===== config.mk =====
export PLATFORM = sky130hd
export DESIGN_NAME = uart_tx_fifo_ctrl_flat
export DESIGN_NICKNAME = d
export VERILOG_FILES = /design/src/rtl/uart_pkg.sv /design/src/rtl/uart_tx_fifo_ctrl_if.sv /design/src/rtl/uart_sync_fifo.sv /design/src/rtl/uart_tx_fifo_ctrl.sv /design/src/flat_wrapper.sv
export SDC_FILE = /design/constraint.sdc
export NUM_CORES = 1
export LEC_CHECK = 0
export BUFFER_PORTS_ARGS = -buffer_cell sky130_fd_sc_hd__buf_2
export CORE_MARGIN = 3
export CORE_UTILIZATION = 55
export CTS_CLUSTER_SIZE = 20
export DETAILED_ROUTE_END_ITERATION = 8
export PLACE_DENSITY = 0.75
export SLEW_MARGIN = 20
export SYNTH_ARGS = -nofsm -noshare
export SYNTH_HDL_FRONTEND = slang
export SYNTH_SLANG_ARGS = --single-unit

===== constraint.sdc =====
create_clock -name CLK -period 3.4 [get_ports CLK]
set_input_delay 0.17 -clock CLK [delete_from_list [all_inputs] [get_ports CLK]]
set_output_delay 0.17 -clock CLK [all_outputs]
set_load 0.03 [all_outputs]

===== src/rtl/uart_pkg.sv =====
// Shared types and constants for the UART transmit path.
//  tx_state_t    : serialiser FSM states
//  PAR_*         : encodings of the PARITY configuration field
//  MIN_DATA_BITS : smallest frame data width accepted
//  clampBits()   : folds a requested data width into MIN_DATA_BITS..maxBits
package uart_pkg;

  typedef enum logic [2:0] {IDLE, START, DATA, PAR, STOP, BREAK} tx_state_t;

  localparam logic [1:0] PAR_NONE = 2'b00;
  localparam logic [1:0] PAR_ODD  = 2'b01;
  localparam logic [1:0] PAR_EVEN = 2'b10;

  localparam int MIN_DATA_BITS = 5;

  function automatic logic [3:0] clampBits(input logic [3:0] req, input int maxBits);
    if (req < 4'(MIN_DATA_BITS)) return 4'(MIN_DATA_BITS);
    if (req > 4'(maxBits))       return 4'(maxBits);
    return req;
  endfunction

endpackage


===== src/rtl/uart_tx_fifo_ctrl_if.sv =====
// Write-side bus between the register front end and the UART Tx FIFO.
//  master : front end (drives WR_EN/WR_DATA/FIFO_FLUSH, reads the FIFO status)
//  slave  : uart_tx_fifo_ctrl (reads the push/flush strobes, drives the status)
interface uart_tx_fifo_ctrl_if #(
  parameter int DATA_W = 8,
  parameter int LVL_W  = 5
);
  logic              WR_EN;
  logic [DATA_W-1:0] WR_DATA;
  logic              FIFO_FLUSH;
  logic              FULL;
  logic              EMPTY;
  logic [LVL_W-1:0]  LEVEL;
  logic              OVERFLOW;

  modport master (output WR_EN, WR_DATA, FIFO_FLUSH,
                  input  FULL, EMPTY, LEVEL, OVERFLOW);
  modport slave  (input  WR_EN, WR_DATA, FIFO_FLUSH,
                  output FULL, EMPTY, LEVEL, OVERFLOW);
endinterface


===== src/rtl/uart_sync_fifo.sv =====
// Single-clock FIFO for the UART transmit path.
//  wrEn/wrData : push (dropped when full, which pulses overflow next cycle)
//  pop         : read strobe; rdData shows the head entry combinationally
//  flush       : clears pointers next cycle; a same-cycle push is discarded silently
//  full/empty/level/overflow : registered status
module uart_sync_fifo #(
  parameter int DATA_W     = 8,
  parameter int FIFO_DEPTH = 16,
  parameter int LVL_W      = $clog2(FIFO_DEPTH) + 1
) (
  input  logic              CLK,
  input  logic              RESETn,
  input  logic              wrEn,
  input  logic [DATA_W-1:0] wrData,
  input  logic              flush,
  input  logic              pop,
  output logic [DATA_W-1:0] rdData,
  output logic              full,
  output logic              empty,
  output logic [LVL_W-1:0]  level,
  output logic              overflow
);
  localparam int AW = $clog2(FIFO_DEPTH);

  logic [DATA_W-1:0] mem [FIFO_DEPTH];
  logic [AW-1:0]     wrPtr, rdPtr;
  logic [LVL_W-1:0]  lvlNext;
  logic              push, popOk;

  // full is the registered flag, so a pop in the same cycle does not open a slot
  assign push   = wrEn & ~full & ~flush;
  assign popOk  = pop & ~empty;
  assign rdData = mem[rdPtr];

  always_comb begin
    lvlNext = level;
    if (flush) lvlNext = '0;
    else       lvlNext = level + LVL_W'(push) - LVL_W'(popOk);
  end

  always_ff @(posedge CLK) begin
    if (push) mem[wrPtr] <= wrData;
  end

  // Pointers are AW bits wide so they wrap modulo FIFO_DEPTH on their own
  always_ff @(posedge CLK or negedge RESETn) begin
    if (!RESETn) begin
      wrPtr    <= '0;
      rdPtr    <= '0;
      level    <= '0;
      full     <= 1'b0;
      empty    <= 1'b1;
      overflow <= 1'b0;
    end else begin
      level    <= lvlNext;
      full     <= (lvlNext == LVL_W'(FIFO_DEPTH));
      empty    <= (lvlNext == '0);
      overflow <= wrEn & full & ~flush;
      if (flush) begin
        wrPtr <= '0;
        rdPtr <= '0;
      end else begin
        if (push)  wrPtr <= wrPtr + AW'(1);
        if (popOk) rdPtr <= rdPtr + AW'(1);
      end
    end
  end
endmodule


===== src/rtl/uart_tx_fifo_ctrl.sv =====
// UART transmit path: write FIFO plus frame serialiser, one clock domain.
//  CLK/RESETn : clock, async active-low reset
//  bus        : FIFO push/flush strobes and FIFO status (uart_tx_fifo_ctrl_if.slave)
//  BAUD_TICK  : one pulse per 1/OVS bit period
//  TX_EN, DATA_BITS, PARITY, STOP2 : frame start enable and frame format
//  SEND_BREAK : hold TXD low while high (taken between frames)
//  CTS_n      : clear-to-send, only when UART_TX_CTS_EN is defined
//  TXD, TX_BUSY, TX_DONE : serial line, non-idle flag, end-of-frame pulse
// Optional feature macro: UART_TX_CTS_EN (CTS flow control on frame starts).
module uart_tx_fifo_ctrl
  import uart_pkg::*;
#(
  parameter int DATA_W     = 8,
  parameter int FIFO_DEPTH = 16,
  parameter int OVS        = 16,
  parameter int LVL_W      = $clog2(FIFO_DEPTH) + 1
) (
  input  logic               CLK,
  input  logic               RESETn,
  uart_tx_fifo_ctrl_if.slave bus,
  input  logic               BAUD_TICK,
  input  logic               TX_EN,
  input  logic [3:0]         DATA_BITS,
  input  logic [1:0]         PARITY,
  input  logic               STOP2,
  input  logic               SEND_BREAK,
`ifdef UART_TX_CTS_EN
  input  logic               CTS_n,
`endif
  output logic               TXD,
  output logic               TX_BUSY,
  output logic               TX_DONE
);
  localparam int TW = $clog2(OVS);

  tx_state_t         state, nextState;
  logic [TW-1:0]     tick;
  logic              bitEnd, pop, ctsOk, canStart, txdNext, doneNext;
  logic [3:0]        bitCnt, cntNext, nBits, cfgBits;
  logic [1:0]        parMode;
  logic              stop2Lat, parBit;
  logic [DATA_W-1:0] rdData, rdMasked, shReg, shNext;

  uart_sync_fifo #(.DATA_W(DATA_W), .FIFO_DEPTH(FIFO_DEPTH), .LVL_W(LVL_W)) u_fifo (
    .CLK(CLK), .RESETn(RESETn),
    .wrEn(bus.WR_EN), .wrData(bus.WR_DATA), .flush(bus.FIFO_FLUSH), .pop(pop),
    .rdData(rdData), .full(bus.FULL), .empty(bus.EMPTY), .level(bus.LEVEL),
    .overflow(bus.OVERFLOW)
  );

`ifdef UART_TX_CTS_EN
  logic [1:0] ctsSync;
  // Resets to "not clear" so nothing starts until CTS_n has been sampled
  always_ff @(posedge CLK or negedge RESETn) begin
    if (!RESETn) ctsSync <= 2'b11;
    else         ctsSync <= {ctsSync[0], CTS_n};
  end
  assign ctsOk = ~ctsSync[1];
`else
  assign ctsOk = 1'b1;
`endif

  assign cfgBits  = clampBits(DATA_BITS, DATA_W);
  assign canStart = TX_EN & ~bus.EMPTY & ctsOk;
  assign bitEnd   = BAUD_TICK & (tick == TW'(OVS - 1));
  assign TX_BUSY  = (state != IDLE);

  // Unused high bits are zeroed at load so parity only sees the frame bits
  always_comb begin
    rdMasked = '0;
    for (int i = 0; i < DATA_W; i++) rdMasked[i] = rdData[i] & (4'(i) < cfgBits);
  end

  // Bit timer: held at zero outside a frame; wraps on every bit boundary
  always_ff @(posedge CLK or negedge RESETn) begin
    if (!RESETn)                          tick <= '0;
    else if (state == IDLE || state == BREAK) tick <= '0;
    else if (bitEnd)                      tick <= '0;
    else if (BAUD_TICK)                   tick <= tick + TW'(1);
  end

  always_comb begin
    nextState = state;
    pop       = 1'b0;
    doneNext  = 1'b0;
    cntNext   = bitCnt;
    shNext    = shReg;
    case (state)
      IDLE: begin
        if (SEND_BREAK) nextState = BREAK;
        else if (canStart) begin
          nextState = START;
          pop       = 1'b1;
        end
      end
      START: if (bitEnd) begin
        nextState = DATA;
        cntNext   = '0;
      end
      DATA: if (bitEnd) begin
        shNext = shReg >> 1;
        if (bitCnt == nBits - 4'd1) begin
          cntNext   = '0;
          nextState = (parMode == PAR_ODD || parMode == PAR_EVEN) ? PAR : STOP;
        end else begin
          cntNext = bitCnt + 4'd1;
        end
      end
      PAR: if (bitEnd) begin
        nextState = STOP;
        cntNext   = '0;
      end
      STOP: if (bitEnd) begin
        if (stop2Lat && bitCnt == 4'd0) begin
          cntNext = 4'd1;
        end else begin
          doneNext = 1'b1;
          if (SEND_BREAK) nextState = BREAK;
          else if (canStart) begin
            nextState = START;
            pop       = 1'b1;
          end else nextState = IDLE;
        end
      end
      BREAK: if (!SEND_BREAK) nextState = IDLE;
      default: nextState = IDLE;
    endcase

    // TXD is registered, so it is driven from the state being entered
    case (nextState)
      START:   txdNext = 1'b0;
      DATA:    txdNext = shNext[0];
      PAR:     txdNext = parBit;
      BREAK:   txdNext = 1'b0;
      default: txdNext = 1'b1;
    endcase
  end

  always_ff @(posedge CLK or negedge RESETn) begin
    if (!RESETn) begin
      state    <= IDLE;
      TXD      <= 1'b1;
      TX_DONE  <= 1'b0;
      bitCnt   <= '0;
      shReg    <= '0;
      nBits    <= 4'(MIN_DATA_BITS);
      parMode  <= PAR_NONE;
      stop2Lat <= 1'b0;
      parBit   <= 1'b0;
    end else begin
      state   <= nextState;
      TXD     <= txdNext;
      TX_DONE <= doneNext;
      bitCnt  <= cntNext;
      if (pop) begin
        // Frame format is frozen here; later config changes wait for the next frame
        shReg    <= rdMasked;
        nBits    <= cfgBits;
        parMode  <= PARITY;
        stop2Lat <= STOP2;
        parBit   <= (PARITY == PAR_ODD) ? ~^rdMasked : ^rdMasked;
      end else begin
        shReg <= shNext;
      end
    end
  end
endmodule

===== src/flat_wrapper.sv =====
// flat-port wrapper written by rule: the top's interface ports become plain ports
module uart_tx_fifo_ctrl_flat import uart_pkg::*;
#(
  parameter int DATA_W     = 8,
  parameter int FIFO_DEPTH = 16,
  parameter int OVS        = 16,
  parameter int LVL_W      = $clog2(FIFO_DEPTH) + 1
)
  (CLK, RESETn, BAUD_TICK, TX_EN, DATA_BITS, PARITY, STOP2, SEND_BREAK, TXD, TX_BUSY, TX_DONE, bus_WR_EN, bus_WR_DATA, bus_FIFO_FLUSH, bus_FULL, bus_EMPTY, bus_LEVEL, bus_OVERFLOW);
  uart_tx_fifo_ctrl_if #(.DATA_W(DATA_W), .LVL_W(LVL_W)) bus_i ();
  input  logic CLK;
  input  logic RESETn;
  input  logic BAUD_TICK;
  input  logic TX_EN;
  input  logic [3:0] DATA_BITS;
  input  logic [1:0] PARITY;
  input  logic STOP2;
  input  logic SEND_BREAK;
  output logic TXD;
  output logic TX_BUSY;
  output logic TX_DONE;
  input wire logic [$bits(bus_i.WR_EN)-1:0] bus_WR_EN;
  input wire logic [$bits(bus_i.WR_DATA)-1:0] bus_WR_DATA;
  input wire logic [$bits(bus_i.FIFO_FLUSH)-1:0] bus_FIFO_FLUSH;
  output wire logic [$bits(bus_i.FULL)-1:0] bus_FULL;
  output wire logic [$bits(bus_i.EMPTY)-1:0] bus_EMPTY;
  output wire logic [$bits(bus_i.LEVEL)-1:0] bus_LEVEL;
  output wire logic [$bits(bus_i.OVERFLOW)-1:0] bus_OVERFLOW;
  assign bus_i.WR_EN = bus_WR_EN;
  assign bus_i.WR_DATA = bus_WR_DATA;
  assign bus_i.FIFO_FLUSH = bus_FIFO_FLUSH;
  assign bus_FULL = bus_i.FULL;
  assign bus_EMPTY = bus_i.EMPTY;
  assign bus_LEVEL = bus_i.LEVEL;
  assign bus_OVERFLOW = bus_i.OVERFLOW;
  uart_tx_fifo_ctrl #(.DATA_W(DATA_W), .FIFO_DEPTH(FIFO_DEPTH), .OVS(OVS), .LVL_W(LVL_W)) u_core (.CLK(CLK), .RESETn(RESETn), .bus(bus_i), .BAUD_TICK(BAUD_TICK), .TX_EN(TX_EN), .DATA_BITS(DATA_BITS), .PARITY(PARITY), .STOP2(STOP2), .SEND_BREAK(SEND_BREAK), .TXD(TXD), .TX_BUSY(TX_BUSY), .TX_DONE(TX_DONE));
endmodule

==> results of run 1 <==
==> sequential cells by signal (all words and copies together), names as in the netlist <==
signal	cells
u_core.u_fifo.rdPtr	4
u_core.u_fifo.mem	128
u_core.stop2Lat	1
u_core.parMode	2
u_core.nBits	4
u_core.u_fifo.full	1
u_core.TXD	1
u_core.TX_DONE	1
u_core.u_fifo.overflow	1
u_core.parBit	1
u_core.shReg	8
u_core.u_fifo.level	5
u_core.tick	4
u_core.u_fifo.empty	1
u_core.bitCnt	4
u_core.state	3
u_core.u_fifo.wrPtr	4
==> worst paths after layout <==
kind	depth (start not counted)	startpoint	endpoint	slack (ns)
setup / recovery	14	u_core.tick[0]	u_core.u_fifo.full	0.17
hold / removal	2	bus_WR_EN	u_core.u_fifo.overflow	0.02
setup reg to reg	14	u_core.tick[0]	u_core.u_fifo.full	0.17
hold reg to reg	2	u_core.parMode[1]	u_core.parMode[1]	0.50
max in group asynchronous	2	RESETn	u_core.u_fifo.rdPtr[0]	2.72
min in group asynchronous	2	RESETn	u_core.u_fifo.wrPtr[3]	0.27
==> synthesized netlist by cell type, types with 3 or more instances <==
| library cell | number |
|---|---|
| dfrtp_1 | 41 |
| a221oi_1 | 11 |
| a311oi_1 | 3 |
| xnor2_1 | 13 |
| xor2_1 | 7 |
| a22oi_1 | 7 |
| nor2_1 | 39 |
| nor2b_1 | 10 |
| nor3_1 | 4 |
| and3_1 | 4 |
| dfstp_2 | 4 |
| mux4_2 | 19 |
| buf_6 | 4 |
| xnor3_1 | 3 |
| edfxtp_1 | 128 |
| nand2_1 | 44 |
| nor4_1 | 3 |
| or3_1 | 5 |
| inv_1 | 18 |
| a21oi_1 | 13 |
| clkbuf_1 | 16 |
| a21o_1 | 3 |
| nand3_1 | 5 |
| mux2_2 | 6 |
| ha_1 | 14 |
| o21ai_0 | 22 |
| mux2i_1 | 31 |
==> stage by stage <==
| stage | power, W | setup slack, ns | utilization (%) |
|---|---|---|---|
| final | 0.00564 | 0.167 | 65.1 |
| after global routing | 0.00588 | -0.0111 | 65.1 |
| after CTS | 0.00559 | 0.0369 | 64.6 |
| after detailed placement | 0.00367 | 0.0683 | 59.8 |
| after global placement | 0.00362 | 0.158 | 59.8 |
| after floorplan | 0.00340 | 0.00657 | - |
==> layer usage <==
layer | routed length [µm] | up-vias | global-route usage [%]
li1 | - | 2033 | -
met1 | 6380 | 2223 | 28.8
met2 | 7110 | 122 | 33.0
met3 | 738 | 30 | 5.31
met4 | 340 | 0 | 8.79
met5 | 0 | - | 0
==> power by group <==
group,switching [W],internal (W)
Sequential,0.000137,0.00246
Clock,0.000837,0.00110
Combinational,0.000591,0.000511
==> cell families (layout without fill, tap and decap cells) <==
family	after synthesis	count (layout)	synth area share, %
muxes	56	56	10.7
AOI/OAI and AO/OA	73	73	6.40
and+or+nand+nor	130	130	8.28
adders and majority gates	15	15	2.59
xor gates and xnor gates	23	23	3.22
buffers and inverters	45	107	2.73
DFF	173	173	66.1
==> worst max-delay path, delay by kind of cell (launching register included) <==
kind / cells / cell delay [ns]
adders and majority gates: 4 / 0.89
DFF: 1 / 0.40
and+or+nand+nor: 6 / 1.41
AOI/OAI and AO/OA: 1 / 0.19
buffers and inverters: 2 / 0.10
xor gates and xnor gates: 1 / 0.16
==> repair_timing <==
| item | CTS | global route |
|---|---|---|
| buffers inserted | 0 | 5 |
| endpoints found under the hold margin | 45 | 0 |
| setup endpoints to repair | 0 | 2 |
| resized for setup | 0 | 5 |
| hold buffers | 5 | 0 |
==> area by class of cell <==
| cell class | count | area (µm²) | share of cell area (%) |
|---|---|---|---|
| flip-flops and latches | 173 | 4980 | 57.5 |
| multi-input cells | 297 | 2420 | 28.0 |
| clock buffers | 18 | 429 | 4.96 |
| repair buffers | 55 | 360 | 4.16 |
| well taps | 176 | 220 | 2.55 |
| clock inverters | 14 | 158 | 1.82 |
| inverters | 20 | 87.6 | 1.01 |
==> metrics.md, run 1 <==
| Metric | Value |
|---|---|
| Clock transition at path regs | `0.07 ns` |
| Skew final | `0.00997 ns` |
| EDFF count, synth | `128` |
| # placed instances | `711` |
| Top-area cell type share of the netlist area | `51.1%` |
| Post-synthesis async set-or-reset flop share | `26.0%` |
| GRT Residual Overflow | `0` |
| Syn Std Cell Area | `7530 µm²` |
| DP HPWL | `9.71 mm` |
| Post-route cell area | `8650 µm²` |
| Post-layout nets | `601` |
| Final hold slack | `0.0239 ns` |
| Initial DRT Pass Iterations | `4` |
| # diodes | `0` |
| DP Area | `7950 µm²` |
| Die area | `15100 µm²` |
| YS warnings | `0` |
| Critical path capture point type | `register` |
| CP arrival | `3.58 ns` |
| Synth Instances | `515` |
| Setup crit start kind | `register` |
| Most common cell after layout, fill and taps aside | `edfxtp_1` |
| Clk root buf | `clkbuf_16` |
| Kind of critical path | `reg -> reg` |
| Routed WL per cell | `19.3 µm` |
| Fraction of layout cells with a size suffix above 1 | `22.2%` |
| Largest net degree at the start of global routing | `46` |
| Worst Tran Pin Value | `1.01 ns` |
| Crit-path cells | `ha_2 > nand4_1 > o21ai_1 > nand2_1 > or3_4 > clkinv_8 > ha_4 > inv_2 > ha_4 > fa_2 > xnor2_2 > nor2_1 > or4_4 > nor3_2` |
| Number of I/O pins | `33` |
| Drt via density | `5.85` |
| Crit Path Max Fanout | `4` |
| Final hold vios | `0` |
| Net count after synthesis | `552` |
| Fillers | `917` |
| Fmax | `0.309 GHz` |
| Num CTS Buffers | `17` |
| Clock Latency Late Sink | `0.43 ns` |
| Most used DFF post-synth | `edfxtp_1` |
| Initial antenna violation count | `0` |
| Core area | `13300 µm²` |
| Num rows | `42` |
| Cell variety after synth | `55` |
| Min Tclk post-route | `3.23 ns` |
| CP required | `3.75 ns` |
| Final setup violation count | `0` |
| PD cells | `652 nW/µm²` |
| Max Cap Viol | `0` |
| Yosys top cell by area | `edfxtp_1` |
| First-pass GRT wire length | `23.7 mm` |
| Chip width | `123 µm` |
| Sequential-to-total area share from yosys stat | `66.1%` |
| Rel. slew slack | `32.2%` |
| Die H | `123 µm` |
| H-tree depth | `4` |
| Max Slew Vio Count | `0` |
| Most frequent cells in the layout | `128 x edfxtp_1, 44 x nand2_1, 40 x dfrtp_1, 39 x nor2_1` |
| Max Root-Sink Buffers | `2` |
| CTS tree | `done` |
| Hold WC Path Type | `in -> reg` |
| Synth Register Bits | `173` |
| Setup TNS | `0 ns` |
| Max stage delay on crit path | `0.55 ns` |
| Final ANT Viol Nets | `0` |
| WL final | `14.6 mm` |
| Worst IR Drop VDD | `0.338 mV` |
| Global placer's final weighted congestion | `0.825` |
| Status | `finished clean` |
| Area delta synth->final | `14.9%` |
| Period utilization | `95.1%` |
| CTS sink cnt | `173` |
| Avg Inst Size Synth | `14.6 µm²` |
| Total track usage | `21.2%` |
| Critical Path Slowest Stage Cell | `or4_4` |
| Iter 0 DRT Violations | `291` |
| Area contributors post-synth | `edfxtp_1 51%, dfrtp_1 14%, mux4_2 5.7%, mux2i_1 4.1%, ha_1 2.3%` |
| Vias | `4408` |
| Leak Pwr | `3.11 nW` |
| Vias in the first global route | `4439` |
| I/O Buffers | `32` |
| Final Non-Filler Cells | `753` |
| CP most frequent cell | `ha_4` |
| Starting Density | `56.6%` |
| DRC viols | `0` |
No activity file was read; power rests on OpenSTA's default activity.
==> inputs of run 2 (changes only) <==
Settings changed: SYNTH_HIERARCHICAL set to 1.
==> metrics.md, run 2 <==
| Metric | Value |
|---|---|
| Clk root buf | `clkbuf_16` |
| Leak Pwr | `3.16 nW (+1.4%)` |
| GRT Residual Overflow | `0 (unchanged)` |
| Final hold slack | `0.0341 ns (+0.0102 ns)` |
| Max Cap Viol | `0 (unchanged)` |
| Final setup violation count | `0 (unchanged)` |
| EDFF count, synth | `128 (unchanged)` |
| Core area | `13400 µm² (+0.79%)` |
| Die area | `15300 µm² (+1.1%)` |
| Max stage delay on crit path | `0.42 ns (-0.13 ns)` |
| Status | `finished clean` |
| Synth Instances | `488 (-5.2%)` |
| Critical Path End | `u_core/u_fifo/full` |
| Post-layout nets | `570 (-5.2%)` |
| Final core utilization | `63.6% (-1.5 points)` |
| Clock transition at path regs | `0.07 ns (about the same)` |
| Unrepaired setup endpoints after global routing | `false` |
| CP required | `3.71 ns (-0.04 ns)` |
| DP HPWL | `9.24 mm (-4.8%)` |
| Cell variety after synth | `65 (+18%)` |
| I/O Buffers | `32 (unchanged)` |
| Worst r2r path cells | `14 (unchanged)` |
| # placed instances | `683 (-3.9%)` |
| Cell with the most instances after synthesis | `edfxtp_1` |
| CP arrival | `3.56 ns (-0.02 ns)` |
| CTS sink cnt | `173 (unchanged)` |
| Vias in the first global route | `4267 (-3.9%)` |
| Drt via density | `5.79 (-1.1%)` |
| Largest registers | `u_core/u_fifo/mem x128, u_core/shReg x8, u_core/u_fifo/level x5` |
| R2R Path End | `u_core/u_fifo/full` |
| Yosys top cell by area | `edfxtp_1` |
| Kind of critical path | `reg -> reg` |
| Initial DRT Pass Iterations | `5 (+1)` |
| DRC viols | `0 (unchanged)` |
| H-tree depth | `4 (unchanged)` |
| First-pass GRT wire length | `22.3 mm (-6.2%)` |
| Iter 0 DRT Violations | `339 (+16%)` |
| Total track usage | `19.8% (-1.3 points)` |
| YS warnings | `6 (+6)` |
| Synth Register Bits | `173 (unchanged)` |
| Num rows | `42 (unchanged)` |
| Total power | `0.00523 W (-7.2%)` |
| Worst Tran Pin Value | `0.894 ns (-0.120 ns)` |
| # diodes | `0 (unchanged)` |
| Initial antenna violation count | `0 (unchanged)` |
| Fillers | `956 (+4.3%)` |
| Hold WC Path Type | `in -> reg` |
| Max Slew Vio Count | `0 (unchanged)` |
| Period utilization | `95.5% (+0.44 points)` |
| Post-synthesis async set-or-reset flop share | `26.0% (unchanged)` |
| Sequential-to-total area share from yosys stat | `65.4% (-0.73 points)` |
| Final ANT Viol Nets | `0 (unchanged)` |
| Top-area cell type share of the netlist area | `50.5% (-0.56 points)` |
| Critical path capture point type | `register` |
| Worst reg2reg startpoint | `u_core/tick[0]` |
| Area delta synth->final | `11.9%` |
| Net count after synthesis | `525 (-4.9%)` |
| Chip width | `124 µm (+0.53%)` |
| Fmax | `0.308 GHz (-0.46%)` |
| Critical Path Slowest Stage Cell | `dfrtp_1` |
| R2R setup slack | `0.15 ns (about the same)` |
| Max Root-Sink Buffers | `2 (unchanged)` |
| Vias | `4178 (-5.2%)` |
| Min Tclk post-route | `3.25 ns (+0.0149 ns)` |
| CP most frequent cell | `ha_1` |
| Num CTS Buffers | `17 (unchanged)` |
| Largest reg by FF count | `u_core/u_fifo/mem` |
| Die H | `124 µm (+0.53%)` |
| PD cells | `614 nW/µm² (-5.7%)` |
| Routed WL per cell | `19.2 µm (-1.0%)` |
| Most frequent cells in the layout | `128 x edfxtp_1, 44 x nor2_1, 40 x dfrtp_1, 37 x nand2_1, 31 x buf_2` |
| Avg Inst Size Synth | `15.6 µm² (+6.7%)` |
| Final Non-Filler Cells | `722 (-4.1%)` |
| CP delay by family, top | `adder cells` |
| Global placer's final weighted congestion | `0.812 (-1.5%)` |
| Starting Density | `56.8% (+0.18 points)` |
| CP Launch Point | `u_core/tick[0]` |
| Worst IR Drop VDD | `0.380 mV (+12%)` |
| Clock Latency Late Sink | `0.42 ns (about the same)` |
| Largest net degree at the start of global routing | `46 (unchanged)` |
| Post-synth top cells | `128 x edfxtp_1, 44 x nor2_1, 41 x dfrtp_1, 37 x nand2_1, 21 x mux4_2` |
| WP buf/inv | `2 (unchanged)` |
| Worst path depth | `14 (unchanged)` |
| Largest register FFs | `128 (unchanged)` |
| Multi-input logic area | `2410 µm² (-0.36%)` |
| Setup crit start kind | `register` |
| Crit Path Max Fanout | `9 (+5)` |
| Fraction of layout cells with a size suffix above 1 | `19.8% (-2.4 points)` |
| Rel. slew slack | `40.2% (+8.0 points)` |
| Area contributors post-synth | `edfxtp_1 50%, dfrtp_1 13%, mux4_2 6.2%, mux4_1 3.8%, ha_1 2.3%` |
| WL final | `13.8 mm (-5.1%)` |
| Syn Std Cell Area | `7610 µm² (+1.1%)` |
| FF+latch area | `4980 µm² (unchanged)` |
| Skew final | `0.0105 ns (+0.000498 ns)` |
| Most used DFF post-synth | `edfxtp_1` |
| Setup TNS | `0 ns (unchanged)` |
| Crit-path cells | `ha_1 > nand4_4 > o21ai_2 > and2_1 > nor2b_2 > ha_1 > inv_1 > ha_1 > inv_1 > fa_1 > nand2b_1 > a21oi_1 > xnor2_1 > nor4bb_1` |
| Final hold vios | `0 (unchanged)` |
| Number of I/O pins | `33 (unchanged)` |
| CTS tree | `done` |
| Most common cell after layout, fill and taps aside | `edfxtp_1` |
-- run 2: cell count changes after synthesis, sizes merged, moves of 9 or more --
| cell | delta |
|---|---|
| a221oi | -11 |
| o21ai | -17 |
| clkbuf | -10 |
| mux4 | +13 |
| a22oi | +9 |
| mux2i | -28 |
-- run 2: layer usage --
metal | wire length, µm | vias up | GRT usage, % | share of wire [%]
met5 | 0 | - | 0 | 0
met1 | 5960 | 2095 | 26.8 | 43
met2 | 6890 | 125 | 31.5 | 50
met4 | 215 | 0 | 6.71 | 1.6
met3 | 761 | 12 | 5.59 | 5.5
li1 | - | 1946 | - | -
-- run 2: worst reg2reg max path: cells and delay by family, from the launching register on --
family / cells / cell delay [ns]
compound gates: 2 / 0.44
fa+ha+maj: 4 / 1.06
xor+xnor: 1 / 0.13
flops: 1 / 0.42
simple gates: 5 / 0.99
buf+inv: 2 / 0.11
-- run 2: final cells by class --
cell class                 count  share of cell area (%)
clock buffer                  18                    5.04
clock inverter                14                    1.26
timing repair buffer          48                    3.61
multi-input combinational    276                    28.3
sequential                   173                    58.4
inverter                      17                   0.749
tap                          176                    2.59
-- run 2: cells by family after synthesis --
logic type / count (synthesis) / share of synthesized area [%]
AOI/OAI and AO/OA: 59 / 5.93
xor gates and xnor gates: 28 / 3.40
adders and majority gates: 15 / 2.56
buffers and inverters: 39 / 2.99
DFF: 173 / 65.4
muxes: 36 / 10.6
and+or+nand+nor: 138 / 9.20
-- run 2: timing repair --
action | 4_1_cts | 5_1_grt
hold buffers | 5 | 0
gates resized for setup | 0 | 1
endpoints found under the setup margin | 0 | 2
endpoints found under the hold margin | 45 | 0
buffers inserted | 0 | 2
-- run 2: worst min path at each step --
| stage | from | endpoint | slack (ns) | depth (start not counted) |
|---|---|---|---|---|
| global route | DATA_BITS[2] | u_core/nBits[1] | 0.02 | 3 |
| global placement | RESETn | u_core/bitCnt[3] | 0.39 | 1 |
| detailed placement | PARITY[1] | u_core/parMode[1] | 0.40 | 3 |
| finish | DATA_BITS[2] | u_core/nBits[1] | 0.03 | 3 |
| CTS | DATA_BITS[2] | u_core/nBits[1] | 0.01 | 3 |
| floorplan | RESETn | u_core/TX_DONE | -0.13 | 0 |
-- run 2: through the flow --
stage / setup WS [ns] / instance area [µm²]
4_1_cts: 0.120 / 8500
6_report: 0.152 / 8520
2_1_floorplan: 0.344 / 7610
3_3_place_gp: 0.353 / 7910
3_5_place_dp: 0.192 / 7910
5_1_grt: 0.00274 / 8520
-- run 2: power by group --
group / switching, W / leakage [nW] / internal, W
logic: 0.000502 / 1.15 / 0.000376
registers: 0.000140 / 1.74 / 0.00246
clock network: 0.000802 / 0.262 / 0.000948
